==> config.mk <==
export PLATFORM = sky130hd
export DESIGN_NAME = i3c2_reg_capture
export DESIGN_NICKNAME = d
export VERILOG_FILES = /design/src/rtl/i3c2_cap_pkg.sv /design/src/rtl/i3c2_cap_ram.sv /design/src/rtl/i3c2_reg_capture.sv
export SDC_FILE = /design/constraint.sdc
export NUM_CORES = 1
export LEC_CHECK = 0
export ABC_CLOCK_PERIOD_IN_PS = 4600
export BUFFER_PORTS_ARGS = -buffer_cell sky130_fd_sc_hd__buf_2
export CORE_UTILIZATION = 55
export DETAILED_ROUTE_END_ITERATION = 12
export PLACE_DENSITY = 0.72
export SETUP_SLACK_MARGIN = 0.05
export SLEW_MARGIN = 15
export SYNTH_ARGS = -nofsm -noshare
export SYNTH_HDL_FRONTEND = slang
export SYNTH_HIERARCHICAL = 1
export SYNTH_SLANG_ARGS = --single-unit
export TNS_END_PERCENT = 50
==> constraint.sdc <==
create_clock -name clk -period 4.6 [get_ports clk]
set_input_delay 0.69 -clock clk [delete_from_list [all_inputs] [get_ports clk]]
set_output_delay 0.69 -clock clk [all_outputs]
set_load 0.02 [all_outputs]
==> src/rtl/i3c2_cap_pkg.sv <==
// Shared types and constants for the OV7670 register capture bank.
package i3c2_cap_pkg;

    // Controller states: waiting, single read cycle, zeroing sweep
    typedef enum logic [1:0] {
        ST_IDLE  = 2'd0,
        ST_RD    = 2'd1,
        ST_CLEAR = 2'd2
    } cap_state_e;

    localparam int ADDR_W = 5;
    localparam int DATA_W = 8;
    localparam int DEPTH  = 1 << ADDR_W;

    // Write counter sticks here instead of wrapping
    localparam logic [15:0] WR_COUNT_MAX = 16'hFFFF;

endpackage

==> src/rtl/i3c2_cap_ram.sv <==
// Capture storage: one write port, one synchronous read-first read port.
module i3c2_cap_ram
    import i3c2_cap_pkg::*;
#(
    parameter int AW = ADDR_W,
    parameter int DW = DATA_W
) (
    input  logic          clk,
    input  logic          we_i,
    input  logic [AW-1:0] waddr_i,
    input  logic [DW-1:0] wdata_i,
    input  logic [AW-1:0] raddr_i,
    output logic [DW-1:0] rdata_o
);

    logic [DW-1:0] mem_q [1 << AW];

    // Read returns the contents from before a same-edge write
    always_ff @(posedge clk) begin
        if (we_i) begin
            mem_q[waddr_i] <= wdata_i;
        end
        rdata_o <= mem_q[raddr_i];
    end

endmodule

==> src/rtl/i3c2_reg_capture.sv <==
// Capture bank for bytes read back from the OV7670 by the I2C sequencer.
// Optional feature macro: I3C2_CHANGE_IRQ_EN (dirty vector and chg_irq).
// Entries whose valid bit is clear always read back as zero, so a sweep
// slot that loses the RAM write port to a capture still reads correctly.
module i3c2_reg_capture
    import i3c2_cap_pkg::*;
#(
    parameter int ADDR_W = 5,
    parameter int DATA_W = 8,
    parameter logic [ADDR_W-1:0] DONE_ADDR = 5'd31
) (
    input  logic              clk,
    input  logic              rst,
    input  logic              wr_en,
    input  logic [ADDR_W-1:0] wr_addr,
    input  logic [DATA_W-1:0] wr_data,
    input  logic              clr,
    input  logic              rd_req,
    input  logic [ADDR_W-1:0] rd_addr,
    output logic              rd_ack,
    output logic [DATA_W-1:0] rd_data,
    output logic              rd_valid,
    output logic              busy,
    output logic [15:0]       wr_count,
    output logic              done,
    output logic              chg_irq
);

    localparam int N_ENT = 1 << ADDR_W;

    cap_state_e        state_q;
    logic [ADDR_W-1:0] sweep_q;
    logic [ADDR_W-1:0] rd_idx_q;
    logic [N_ENT-1:0]  valid_q, valid_d;
    logic [15:0]       wr_count_q, wr_count_d;
    logic              pend_fwd_q;
    logic [DATA_W-1:0] pend_data_q;
    logic              rd_ack_q, rd_valid_q, done_q;
    logic [DATA_W-1:0] rd_data_q;

    logic              clr_start, accept, sweep_we, ram_we, rd_hit;
    logic [ADDR_W-1:0] ram_waddr;
    logic [DATA_W-1:0] ram_wdata, ram_rdata;

    // Request decode and RAM write-port arbitration (capture beats sweep)
    always_comb begin
        clr_start = clr && (state_q != ST_RD);
        accept    = (state_q == ST_IDLE) && !clr && rd_req;
        sweep_we  = (state_q == ST_CLEAR) && !wr_en && !valid_q[sweep_q];
        ram_we    = wr_en || sweep_we;
        ram_waddr = wr_en ? wr_addr : sweep_q;
        ram_wdata = wr_en ? wr_data : '0;
        rd_hit    = wr_en && (wr_addr == rd_idx_q);
    end

    i3c2_cap_ram #(
        .AW (ADDR_W),
        .DW (DATA_W)
    ) u_ram (
        .clk     (clk),
        .we_i    (ram_we),
        .waddr_i (ram_waddr),
        .wdata_i (ram_wdata),
        .raddr_i (rd_addr),
        .rdata_o (ram_rdata)
    );

    // Valid bits and write counter: clear on sweep start, capture always lands
    always_comb begin
        valid_d    = valid_q;
        wr_count_d = wr_count_q;
        if (clr_start) begin
            valid_d    = '0;
            wr_count_d = '0;
        end
        if (wr_en) begin
            valid_d[wr_addr] = 1'b1;
            if (wr_count_d != WR_COUNT_MAX) begin
                wr_count_d = wr_count_d + 16'd1;
            end
        end
    end

    // Control FSM: sweep sequencing, read accept and acknowledge
    always_ff @(posedge clk) begin
        if (rst) begin
            state_q    <= ST_CLEAR;
            sweep_q    <= '0;
            valid_q    <= '0;
            wr_count_q <= '0;
            rd_ack_q   <= 1'b0;
            done_q     <= 1'b0;
        end else begin
            valid_q    <= valid_d;
            wr_count_q <= wr_count_d;
            rd_ack_q   <= (state_q == ST_RD);
            done_q     <= wr_en && (wr_addr == DONE_ADDR);
            case (state_q)
                ST_IDLE: begin
                    if (clr) begin
                        state_q <= ST_CLEAR;
                        sweep_q <= '0;
                    end else if (rd_req) begin
                        state_q <= ST_RD;
                    end
                end
                ST_RD: begin
                    state_q <= ST_IDLE;
                end
                ST_CLEAR: begin
                    if (clr) begin
                        sweep_q <= '0;
                    end else begin
                        sweep_q <= sweep_q + 1'b1;
                        if (&sweep_q) begin
                            state_q <= ST_IDLE;
                        end
                    end
                end
                default: begin
                    state_q <= ST_CLEAR;
                    sweep_q <= '0;
                end
            endcase
        end
    end

    // Latch read index, plus any capture to it on the accept edge (RAM is read-first)
    always_ff @(posedge clk) begin
        if (accept) begin
            rd_idx_q    <= rd_addr;
            pend_fwd_q  <= wr_en && (wr_addr == rd_addr);
            pend_data_q <= wr_data;
        end
    end

    // Read result: newest capture wins, otherwise masked RAM contents
    always_ff @(posedge clk) begin
        if (rst) begin
            rd_data_q  <= '0;
            rd_valid_q <= 1'b0;
        end else if (state_q == ST_RD) begin
            if (rd_hit) begin
                rd_data_q  <= wr_data;
                rd_valid_q <= 1'b1;
            end else if (pend_fwd_q) begin
                rd_data_q  <= pend_data_q;
                rd_valid_q <= 1'b1;
            end else begin
                rd_data_q  <= valid_q[rd_idx_q] ? ram_rdata : '0;
                rd_valid_q <= valid_q[rd_idx_q];
            end
        end
    end

`ifdef I3C2_CHANGE_IRQ_EN
    logic [N_ENT-1:0] dirty_q, dirty_d;
    logic             chg_irq_q;

    // Dirty tracking: acked read clears, capture sets and wins a tie
    always_comb begin
        dirty_d = dirty_q;
        if (clr_start) begin
            dirty_d = '0;
        end
        if (state_q == ST_RD) begin
            dirty_d[rd_idx_q] = 1'b0;
        end
        if (wr_en) begin
            dirty_d[wr_addr] = 1'b1;
        end
    end

    // Dirty vector and its registered OR
    always_ff @(posedge clk) begin
        if (rst) begin
            dirty_q   <= '0;
            chg_irq_q <= 1'b0;
        end else begin
            dirty_q   <= dirty_d;
            chg_irq_q <= |dirty_d;
        end
    end

    assign chg_irq = chg_irq_q;
`else
    assign chg_irq = 1'b0;
`endif

    assign rd_ack   = rd_ack_q;
    assign rd_data  = rd_data_q;
    assign rd_valid = rd_valid_q;
    assign busy     = (state_q == ST_CLEAR);
    assign wr_count = wr_count_q;
    assign done     = done_q;

endmodule

==> results.txt, run 1 <==
----------------------------------------------------
[GRT]
  Number of antenna violations at the first check in global routing ... 0
  Number of global-route vias before repair ... 7915
  Wire length of the first global-routing pass ... 47800 µm
  Residual overflow from global routing ... 0
  Maximum number of pins on one net before global-route repair ... 48
  Total GRT Usage ... 24.6%

[Timing]
  Setup skew after layout ... 24.2 ps
  Setup repair after global routing missed its margin ... no
  Final-layout setup total negative slack ... 0 ps
  Period minus WS final ... 3590 ps
  Top achievable clock speed ... 279 MHz
  Slew margin rel. ... 35.3%
  Final setup violation count ... 0
  Transition time at the pin with the least slew margin ... 968 ps
  Share of the clock period used by the worst path after layout ... 77.9%
  Final Hold Viols ... 0
  Final number of max-transition violations ... 0

[Synth]
  Number of standard cells after synthesis ... 878
  Number of warning messages in the yosys log ... 6
  Mapped Area ... 14200 µm²
  Number of library cell types mapped by synthesis ... 51
  #FFs+latches synth ... 344
  Top_reg_cell synth ... sky130_fd_sc_hd__edfxtp_1
  Post-synthesis sequential area ratio ... 67.5%
  Synth async-reset ratio ... 0%
  Post-Syn Area per Cell ... 16.2 µm²
  Total nets after synthesis ... 904
  EDFF count, synth ... 270

[Outcome]
  Run status ... finished clean

[Cells and area]
  Storage element area ... 9590 µm²
  Area of the multi-input gates ... 4350 µm²
  Final std cells w/o fill ... 1284
  Fill count ... 1827
  Total inserted antenna cells ... 0
  Share of final-layout standard cells stronger than drive strength 1 ... 23.7%
  Nets ... 955
  Synth-to-layout area growth ... 12.0%
  Final Cell Area ... 15900 µm²

[Floorplan]
  Die height ... 163 µm
  Starting density of the core ... 56.2%
  Chip width ... 163 µm
  Die outline area ... 26500 µm²
  Placeable core region ... 25300 µm²
  I/O pin cnt ... 52
  Number of core rows ... 58

[Critical path]
  Buffers and inverters on the worst path ... 0
  Data required time of the critical path ... 4740 ps
  Crit start category ... flop
  Maximum cell stage delay along the critical path ... 790 ps
  CP max stage cell ... sky130_fd_sc_hd__nor2_1
  Arrival @ worst endpoint ... 3720 ps
  Critical path cell sequence ... mux4_2, mux2_2, nand2_1, o21ai_1, a21oi_1, a31o_1, nand3_1, nor2_1
  Largest delay contributor family on the critical path ... simple AND/OR/NAND/NOR gates
  CP endpoint kind ... flop
  Endpoint of the lowest-slack register-to-register path ... u_ram/mem_q[19][0]$_DFFE_PP_
  Number of cells traversed by the worst register-to-register path ... 8
  R2R Path Start ... sweep_q[1]$_SDFFE_PP0P_
  Maximum fanout count along the critical path ... 10
  Type of the worst setup path ... reg2reg
  Reg2reg setup slack ... 1010 ps

[Clock network]
  CTS Hold Buffers Added ... 0
  Cts bufs inserted ... 35
  Clock-pin slew of the registers on the worst-case setup and hold paths ... 60 ps
  Maximum root-to-sink buffer count ... 3
  Deepest level of the CTS H-tree ... 2
  Clock tree from TritonCTS ... done
  CTS root buf ... sky130_fd_sc_hd__clkbuf_16
  Post-CTS repair timing setup buffer count ... 0
  Clock latency at the later pin of the worst-skew pair ... 520 ps
  Count of cells resized by post-cts repair ... 0
  Clk sinks ... 344

[Worst hold path]
  Instance count along the most critical hold path ... 1
  Hold/Removal Path Class ... in2reg
  WHS Endpoint ... pend_data_q[7]$_DFFE_PP_
  Critical hold path startpoint ... wr_data[7]

[Route]
  Post-route ant nets ... 0
  Via-to-Cell Ratio ... 6.24
  Detailed-route via count ... 8009
  DRC viols ... 0
  Detailed-routing iteration count for the pre-antenna-repair pass ... 6
  Starting DRT DRC Count ... 819
  Wire per inst ... 24.4 µm
  Total Routed Length ... 31400 µm

[Placed design]
  Placed cell count ... 1222
  Gp weighted congestion ... 0.845
  IO Port Bufs ... 50
  Post-DP Area ... 14800 µm²
  Estimated wirelength of the detail-placed design ... 19900 µm

[Job]
  Max-cap violation count ... 0

[Pwr]
  P_leak ... 5.31 nW
  Overall power ... 6.58 mW
  Pwr Density ... 413 nW/µm²
  Peak ir drop on the vdd network ... 0.307 mV

----------------------------------------------------
-- registers in the layout, indices dropped and copies added, names as in the netlist --
register	flops
pend_data_q	8
rd_valid	1
wr_count	16
valid_q	32
done	1
rd_data	8
rd_idx_q	5
state_q	2
sweep_q	5
u_ram/rdata_o	8
pend_fwd_q	1
rd_ack	1
u_ram/mem_q	256
-- metal layers --
| layer | share of wire [%] | global-route usage (%) | vias up |
|---|---|---|---|
| li1 | - | - | 3538 |
| met3 | 7.3 | 4.94 | 56 |
| met1 | 43 | 34.9 | 4081 |
| met4 | 2.5 | 8.20 | 0 |
| met2 | 47 | 38.3 | 334 |
| met5 | 0 | 0 | - |
-- kinds of logic after synthesis --
family	Yosys count	share of synthesized area, %
compound gates	107	5.02
fa+ha+maj	3	0.264
buf+inv	60	1.91
other cells	1	0.0264
mux	121	16.4
simple gates	221	7.57
xor+xnor	21	1.29
flops	344	67.5
-- how the worst max path moves through the flow --
stage / start / endpoint / slack, ps / cells after the start
3_3_place_gp: sweep_q[0]$_SDFFE_PP0P_ / u_ram/mem_q[10][0]$_DFFE_PP_ / 1100 / 8
2_1_floorplan: sweep_q[1]$_SDFFE_PP0P_ / u_ram/mem_q[0][0]$_DFFE_PP_ / 1370 / 10
5_1_grt: sweep_q[0]$_SDFFE_PP0P_ / u_ram/mem_q[19][0]$_DFFE_PP_ / 750 / 9
6_report: sweep_q[1]$_SDFFE_PP0P_ / u_ram/mem_q[19][0]$_DFFE_PP_ / 1010 / 8
3_5_place_dp: sweep_q[1]$_SDFFE_PP0P_ / u_ram/mem_q[10][0]$_DFFE_PP_ / 1000 / 8
4_1_cts: sweep_q[0]$_SDFFE_PP0P_ / u_ram/mem_q[10][3]$_DFFE_PP_ / 990 / 8
-- synth_stat cells, drive strengths merged (5+ instances only) --
library cell	n	area share, %
edfxtp	270	57
nor2	109	2.9
mux4	88	14
dfxtp	74	10
a22oi	37	2.0
clkbuf	30	0.79
a21oi	28	0.99
nand2	26	0.69
o21ai	24	0.85
buf	22	0.91
mux2i	19	1.3
and2	14	0.62
mux2	14	1.1
nand3	12	0.51
nor2b	12	0.53
xnor2	11	0.68
xor2	10	0.62
inv	8	0.21
and3	7	0.31
nand3b	7	0.37
nand2b	6	0.26
nand4	5	0.22
or3	5	0.22
-- per-stage QoR --
step	utilization, %	worst slack (ps)	hold WS [ps]
finish	63.0	1010	372
global route	63.0	747	365
CTS	63.0	994	360
detailed placement	58.5	1000	499
global placement	58.5	1100	491
floorplan	-	1370	462
-- final cells by class --
class	instances	share of cell area [%]
multi-input cells	474	27.3
well taps	330	2.60
inverters	8	0.189
clock inverters	23	1.38
clock buffers	39	5.80
flip-flops and latches	344	60.3
repair buffers	66	2.42
-- report_power, final --
part	total, mW	internal (mW)	switching, mW
logic	0.350	0.137	0.213
clock network	2.81	1.67	1.14
registers	3.42	3.40	0.0164
total	6.58	5.20	1.37
-- cell usage in the layout, fill, tap and decap left out, types with 3 or more instances in the layout --
master	synthesis	routed
sky130_fd_sc_hd__and3_1	7	7
sky130_fd_sc_hd__nor2_1	109	109
sky130_fd_sc_hd__edfxtp_1	270	270
sky130_fd_sc_hd__nand3b_1	7	7
sky130_fd_sc_hd__nand2_1	26	26
sky130_fd_sc_hd__o2111ai_1	4	4
sky130_fd_sc_hd__o21ai_1	4	4
sky130_fd_sc_hd__o21ai_0	20	20
sky130_fd_sc_hd__nor2b_1	12	12
sky130_fd_sc_hd__clkinv_2	0	5
sky130_fd_sc_hd__and2_1	14	13
sky130_fd_sc_hd__or3b_2	3	3
sky130_fd_sc_hd__a21oi_1	28	28
sky130_fd_sc_hd__a22oi_1	37	37
sky130_fd_sc_hd__mux2i_1	19	19
sky130_fd_sc_hd__xor2_1	10	10
sky130_fd_sc_hd__inv_1	8	8
sky130_fd_sc_hd__nor3b_1	4	4
sky130_fd_sc_hd__dfxtp_1	74	74
sky130_fd_sc_hd__clkinv_1	0	11
sky130_fd_sc_hd__a211oi_1	3	3
sky130_fd_sc_hd__nand3_1	11	11
sky130_fd_sc_hd__buf_4	7	16
sky130_fd_sc_hd__ha_1	3	3
sky130_fd_sc_hd__mux4_2	88	88
sky130_fd_sc_hd__nand2b_1	6	6
sky130_fd_sc_hd__nor3_1	4	4
sky130_fd_sc_hd__buf_2	4	49
sky130_fd_sc_hd__or3_1	5	5
sky130_fd_sc_hd__mux2_2	14	14
sky130_fd_sc_hd__nand4_1	5	5
sky130_fd_sc_hd__clkbuf_16	0	36
sky130_fd_sc_hd__xnor2_1	11	11
sky130_fd_sc_hd__bufinv_16	0	4
Note: power is estimated with default switching activity, not from simulation.
==> run 2: changes to the inputs <==
Settings changed: ABC_CLOCK_PERIOD_IN_PS 4600 to 3200, PLACE_DENSITY 0.72 to 0.75.
Clock period 4.6 ns to 3.2 ns, I/O delays scaled along.
==> run 2 against run 1 <==
  * Flip-flop and latch count did not move
  * Via count grew 3.0%
  * Clock power rose by 57%
  * Critical path type unchanged
  * Critical endpoint is now u_ram/mem_q[30][7]$_DFFE_PP_
  * Utilization is 1.9 points higher
  * Die area did not move
  * Fmax is 19% higher
==> results.txt, run 2 (same netlist as run 1, synthesis figures left out) <==
----------------------------------------------------
[Floorplan]
  Number of core rows ... 58 (unchanged)
  Starting density of the core ... 56.2% (unchanged)
  I/O pin cnt ... 52 (unchanged)
  Die outline area ... 26500 µm² (unchanged)
  Placeable core region ... 25300 µm² (unchanged)
  Die height ... 163 µm (unchanged)
  Chip width ... 163 µm (unchanged)

[Timing]
  Final setup violation count ... 0 (unchanged)
  Tightest hold margin ... 174 ps (was 372 ps)
  Setup repair after global routing missed its margin ... yes (was no)
  Transition time at the pin with the least slew margin ... 793 ps (was 968 ps)
  Final Hold Viols ... 0 (unchanged)
  Top achievable clock speed ... 332 MHz (was 279 MHz)
  Period minus WS final ... 3020 ps (was 3590 ps)
  Share of the clock period used by the worst path after layout ... 94.3% (was 77.9%)
  Setup skew after layout ... 20.8 ps (was 24.2 ps)
  Final number of max-transition violations ... 0 (unchanged)
  Slew margin rel. ... 46.9% (was 35.3%)

[Cells and area]
  Number of flip-flops under the largest register name ... 256 (unchanged)
  Nets ... 1000 (was 955)
  Final std cells w/o fill ... 1329 (was 1284)
  Total inserted antenna cells ... 0 (unchanged)
  Commonest cells after routing, fill and taps aside ... sky130_fd_sc_hd__edfxtp_1, sky130_fd_sc_hd__nor2_1, sky130_fd_sc_hd__mux4_2, sky130_fd_sc_hd__dfxtp_1, sky130_fd_sc_hd__buf_4 (was sky130_fd_sc_hd__edfxtp_1, sky130_fd_sc_hd__nor2_1, sky130_fd_sc_hd__mux4_2, sky130_fd_sc_hd__dfxtp_1, sky130_fd_sc_hd__buf_2)
  Commonest non-fill, non-tap cell in the layout ... sky130_fd_sc_hd__edfxtp_1 (unchanged)
  Share of final-layout standard cells stronger than drive strength 1 ... 27.6% (was 23.7%)
  Largest register by flop count ... u_ram/mem_q (unchanged)
  Utilization after layout ... 64.9% (was 63.0%)
  Synth-to-layout area growth ... 15.4% (was 12.0%)
  Fill count ... 1732 (was 1827)
  Storage element area ... 9590 µm² (unchanged)
  Final Cell Area ... 16400 µm² (was 15900 µm²)
  Area of the multi-input gates ... 4350 µm² (about the same)

[Pwr]
  Clock share of power ... 44.8% (was 42.8%)
  Logic pwr share ... 5.4% (was 5.3%)
  Sw Ratio ... 20.7% (was 20.9%)
  Sequential fraction of design power ... 49.8% (was 51.9%)
  Power Internal ... 7.81 mW (was 5.20 mW)
  Switching Power ... 2.04 mW (was 1.37 mW)
  Peak ir drop on the vdd network ... 0.498 mV (was 0.307 mV)
  P_leak ... 5.59 nW (was 5.31 nW)
  Pwr Density ... 601 nW/µm² (was 413 nW/µm²)
  Overall power ... 9.84 mW (was 6.58 mW)

[Critical path]
  Maximum cell stage delay along the critical path ... 500 ps (was 790 ps)
  Buffers and inverters on the worst path ... 2 (was 0)
  Maximum fanout count along the critical path ... 8 (was 10)
  Critical path cell sequence ... buf_4, mux4_2, mux2i_1, o21ai_1, a21oi_1, a31o_1, nand3b_1, nor2_1, buf_4 (was mux4_2, mux2_2, nand2_1, o21ai_1, a21oi_1, a31o_1, nand3_1, nor2_1)
  Crit start category ... flop (unchanged)
  Most frequent cell on the critical path ... sky130_fd_sc_hd__buf_4
  CP max stage cell ... sky130_fd_sc_hd__mux4_2 (was sky130_fd_sc_hd__nor2_1)
  Largest delay contributor family on the critical path ... simple AND/OR/NAND/NOR gates (unchanged)
  Type of the worst setup path ... reg2reg (unchanged)
  Arrival @ worst endpoint ... 3240 ps (was 3720 ps)
  CP endpoint kind ... flop (unchanged)
  Data required time of the critical path ... 3420 ps (was 4740 ps)

[Outcome]
  Run status ... finished clean (unchanged)

[Placed design]
  Estimated wirelength of the detail-placed design ... 19900 µm (about the same)
  Gp weighted congestion ... 0.873 (was 0.845)
  Placed cell count ... 1265 (was 1222)
  IO Port Bufs ... 50 (unchanged)
  Post-DP Area ... 15100 µm² (was 14800 µm²)

[Clock network]
  Clock tree from TritonCTS ... done (unchanged)
  Clock latency at the later pin of the worst-skew pair ... 530 ps (was 520 ps)
  Deepest level of the CTS H-tree ... 2 (unchanged)
  Maximum root-to-sink buffer count ... 3 (unchanged)
  Cts bufs inserted ... 37 (was 35)
  Clock-pin slew of the registers on the worst-case setup and hold paths ... 60 ps (about the same)
  CTS root buf ... sky130_fd_sc_hd__clkbuf_16 (unchanged)
  Clk sinks ... 344 (unchanged)

[GRT]
  Maximum number of pins on one net before global-route repair ... 39 (was 48)
  Wire length of the first global-routing pass ... 49500 µm (was 47800 µm)
  Residual overflow from global routing ... 0 (unchanged)
  Number of antenna violations at the first check in global routing ... 0 (unchanged)
  Total GRT Usage ... 25.2% (was 24.6%)
  Number of global-route vias before repair ... 8171 (was 7915)

[Route]
  Detailed-routing iteration count for the pre-antenna-repair pass ... 5 (was 6)
  Via-to-Cell Ratio ... 6.20 (was 6.24)
  Wire per inst ... 24.1 µm (was 24.4 µm)
  Starting DRT DRC Count ... 974 (was 819)
  Detailed-route via count ... 8246 (was 8009)
  Post-route ant nets ... 0 (unchanged)
  DRC viols ... 0 (unchanged)
  Total Routed Length ... 32000 µm (was 31400 µm)

[Job]
  Max-cap violation count ... 0 (unchanged)

[Worst hold path]
  Hold/Removal Path Class ... in2reg (unchanged)

----------------------------------------------------
-- run 2: cell count changes in the layout (fill, tap and decap cells not counted), sizes merged --
| cell | before | now |
|---|---|---|
| buf | 66 | 109 |
| bufinv | 4 | 6 |
| clkbuf | 39 | 44 |
| clkinv | 18 | 9 |
| clkinvlp | 0 | 3 |
| inv | 9 | 10 |
-- run 2: routing by layer --
layer / vias to the layer above / wire, µm / part of all wire (%) / GRT usage, %
li1: 3618 / - / - / -
met1: 4189 / 13200 / 41 / 35.5
met2: 392 / 15600 / 49 / 41.4
met3: 47 / 2390 / 7.5 / 3.69
met4: 0 / 701 / 2.2 / 7.01
met5: - / 0 / 0 / 0
-- run 2: worst paths after layout --
kind	slack [ps]	startpoint	endpoint	cells past startpoint
worst min-delay path	170	wr_data[5]	pend_data_q[5]$_DFFE_PP_	1
worst min register to register	510	valid_q[31]$_SDFF_PP0_	valid_q[31]$_SDFF_PP0_	2
worst max-delay path	180	sweep_q[0]$_SDFFE_PP0P_	u_ram/mem_q[30][7]$_DFFE_PP_	9
worst max register to register	180	sweep_q[0]$_SDFFE_PP0P_	u_ram/mem_q[30][7]$_DFFE_PP_	9
-- run 2: power by group through the flow --
| stage | Sequential [mW] | Combinational, mW | Clock, mW |
|---|---|---|---|
| floorplan | 4.99 | 0.335 | 0 |
| global placement | 5.00 | 0.515 | 0 |
| detailed placement | 5.00 | 0.524 | 0 |
| CTS | 4.91 | 0.530 | 4.48 |
| global route | 4.91 | 0.559 | 4.66 |
| finish | 4.91 | 0.529 | 4.41 |
-- run 2: cell type report --
| type | count | share of cell area [%] |
|---|---|---|
| sequential | 344 | 58.5 |
| timing repair buffer | 109 | 4.55 |
| tap | 330 | 2.52 |
| inverter | 8 | 0.183 |
| clock buffer | 44 | 6.07 |
| multi-input combinational | 474 | 26.6 |
| clock inverter | 20 | 1.63 |
-- run 2: stage by stage --
step	setup WS (ps)	setup TNS, ps
3_3_place_gp	290	0
4_1_cts	210	0
6_report	184	0
3_5_place_dp	266	0
2_1_floorplan	-28.6	-1610
5_1_grt	42.6	0
-- run 2: what timing repair did --
action | CTS | global route
setup endpoints to repair | 0 | 6
resized for setup | 0 | 1
buffers inserted | 0 | 0
hold buffers | 0 | 0
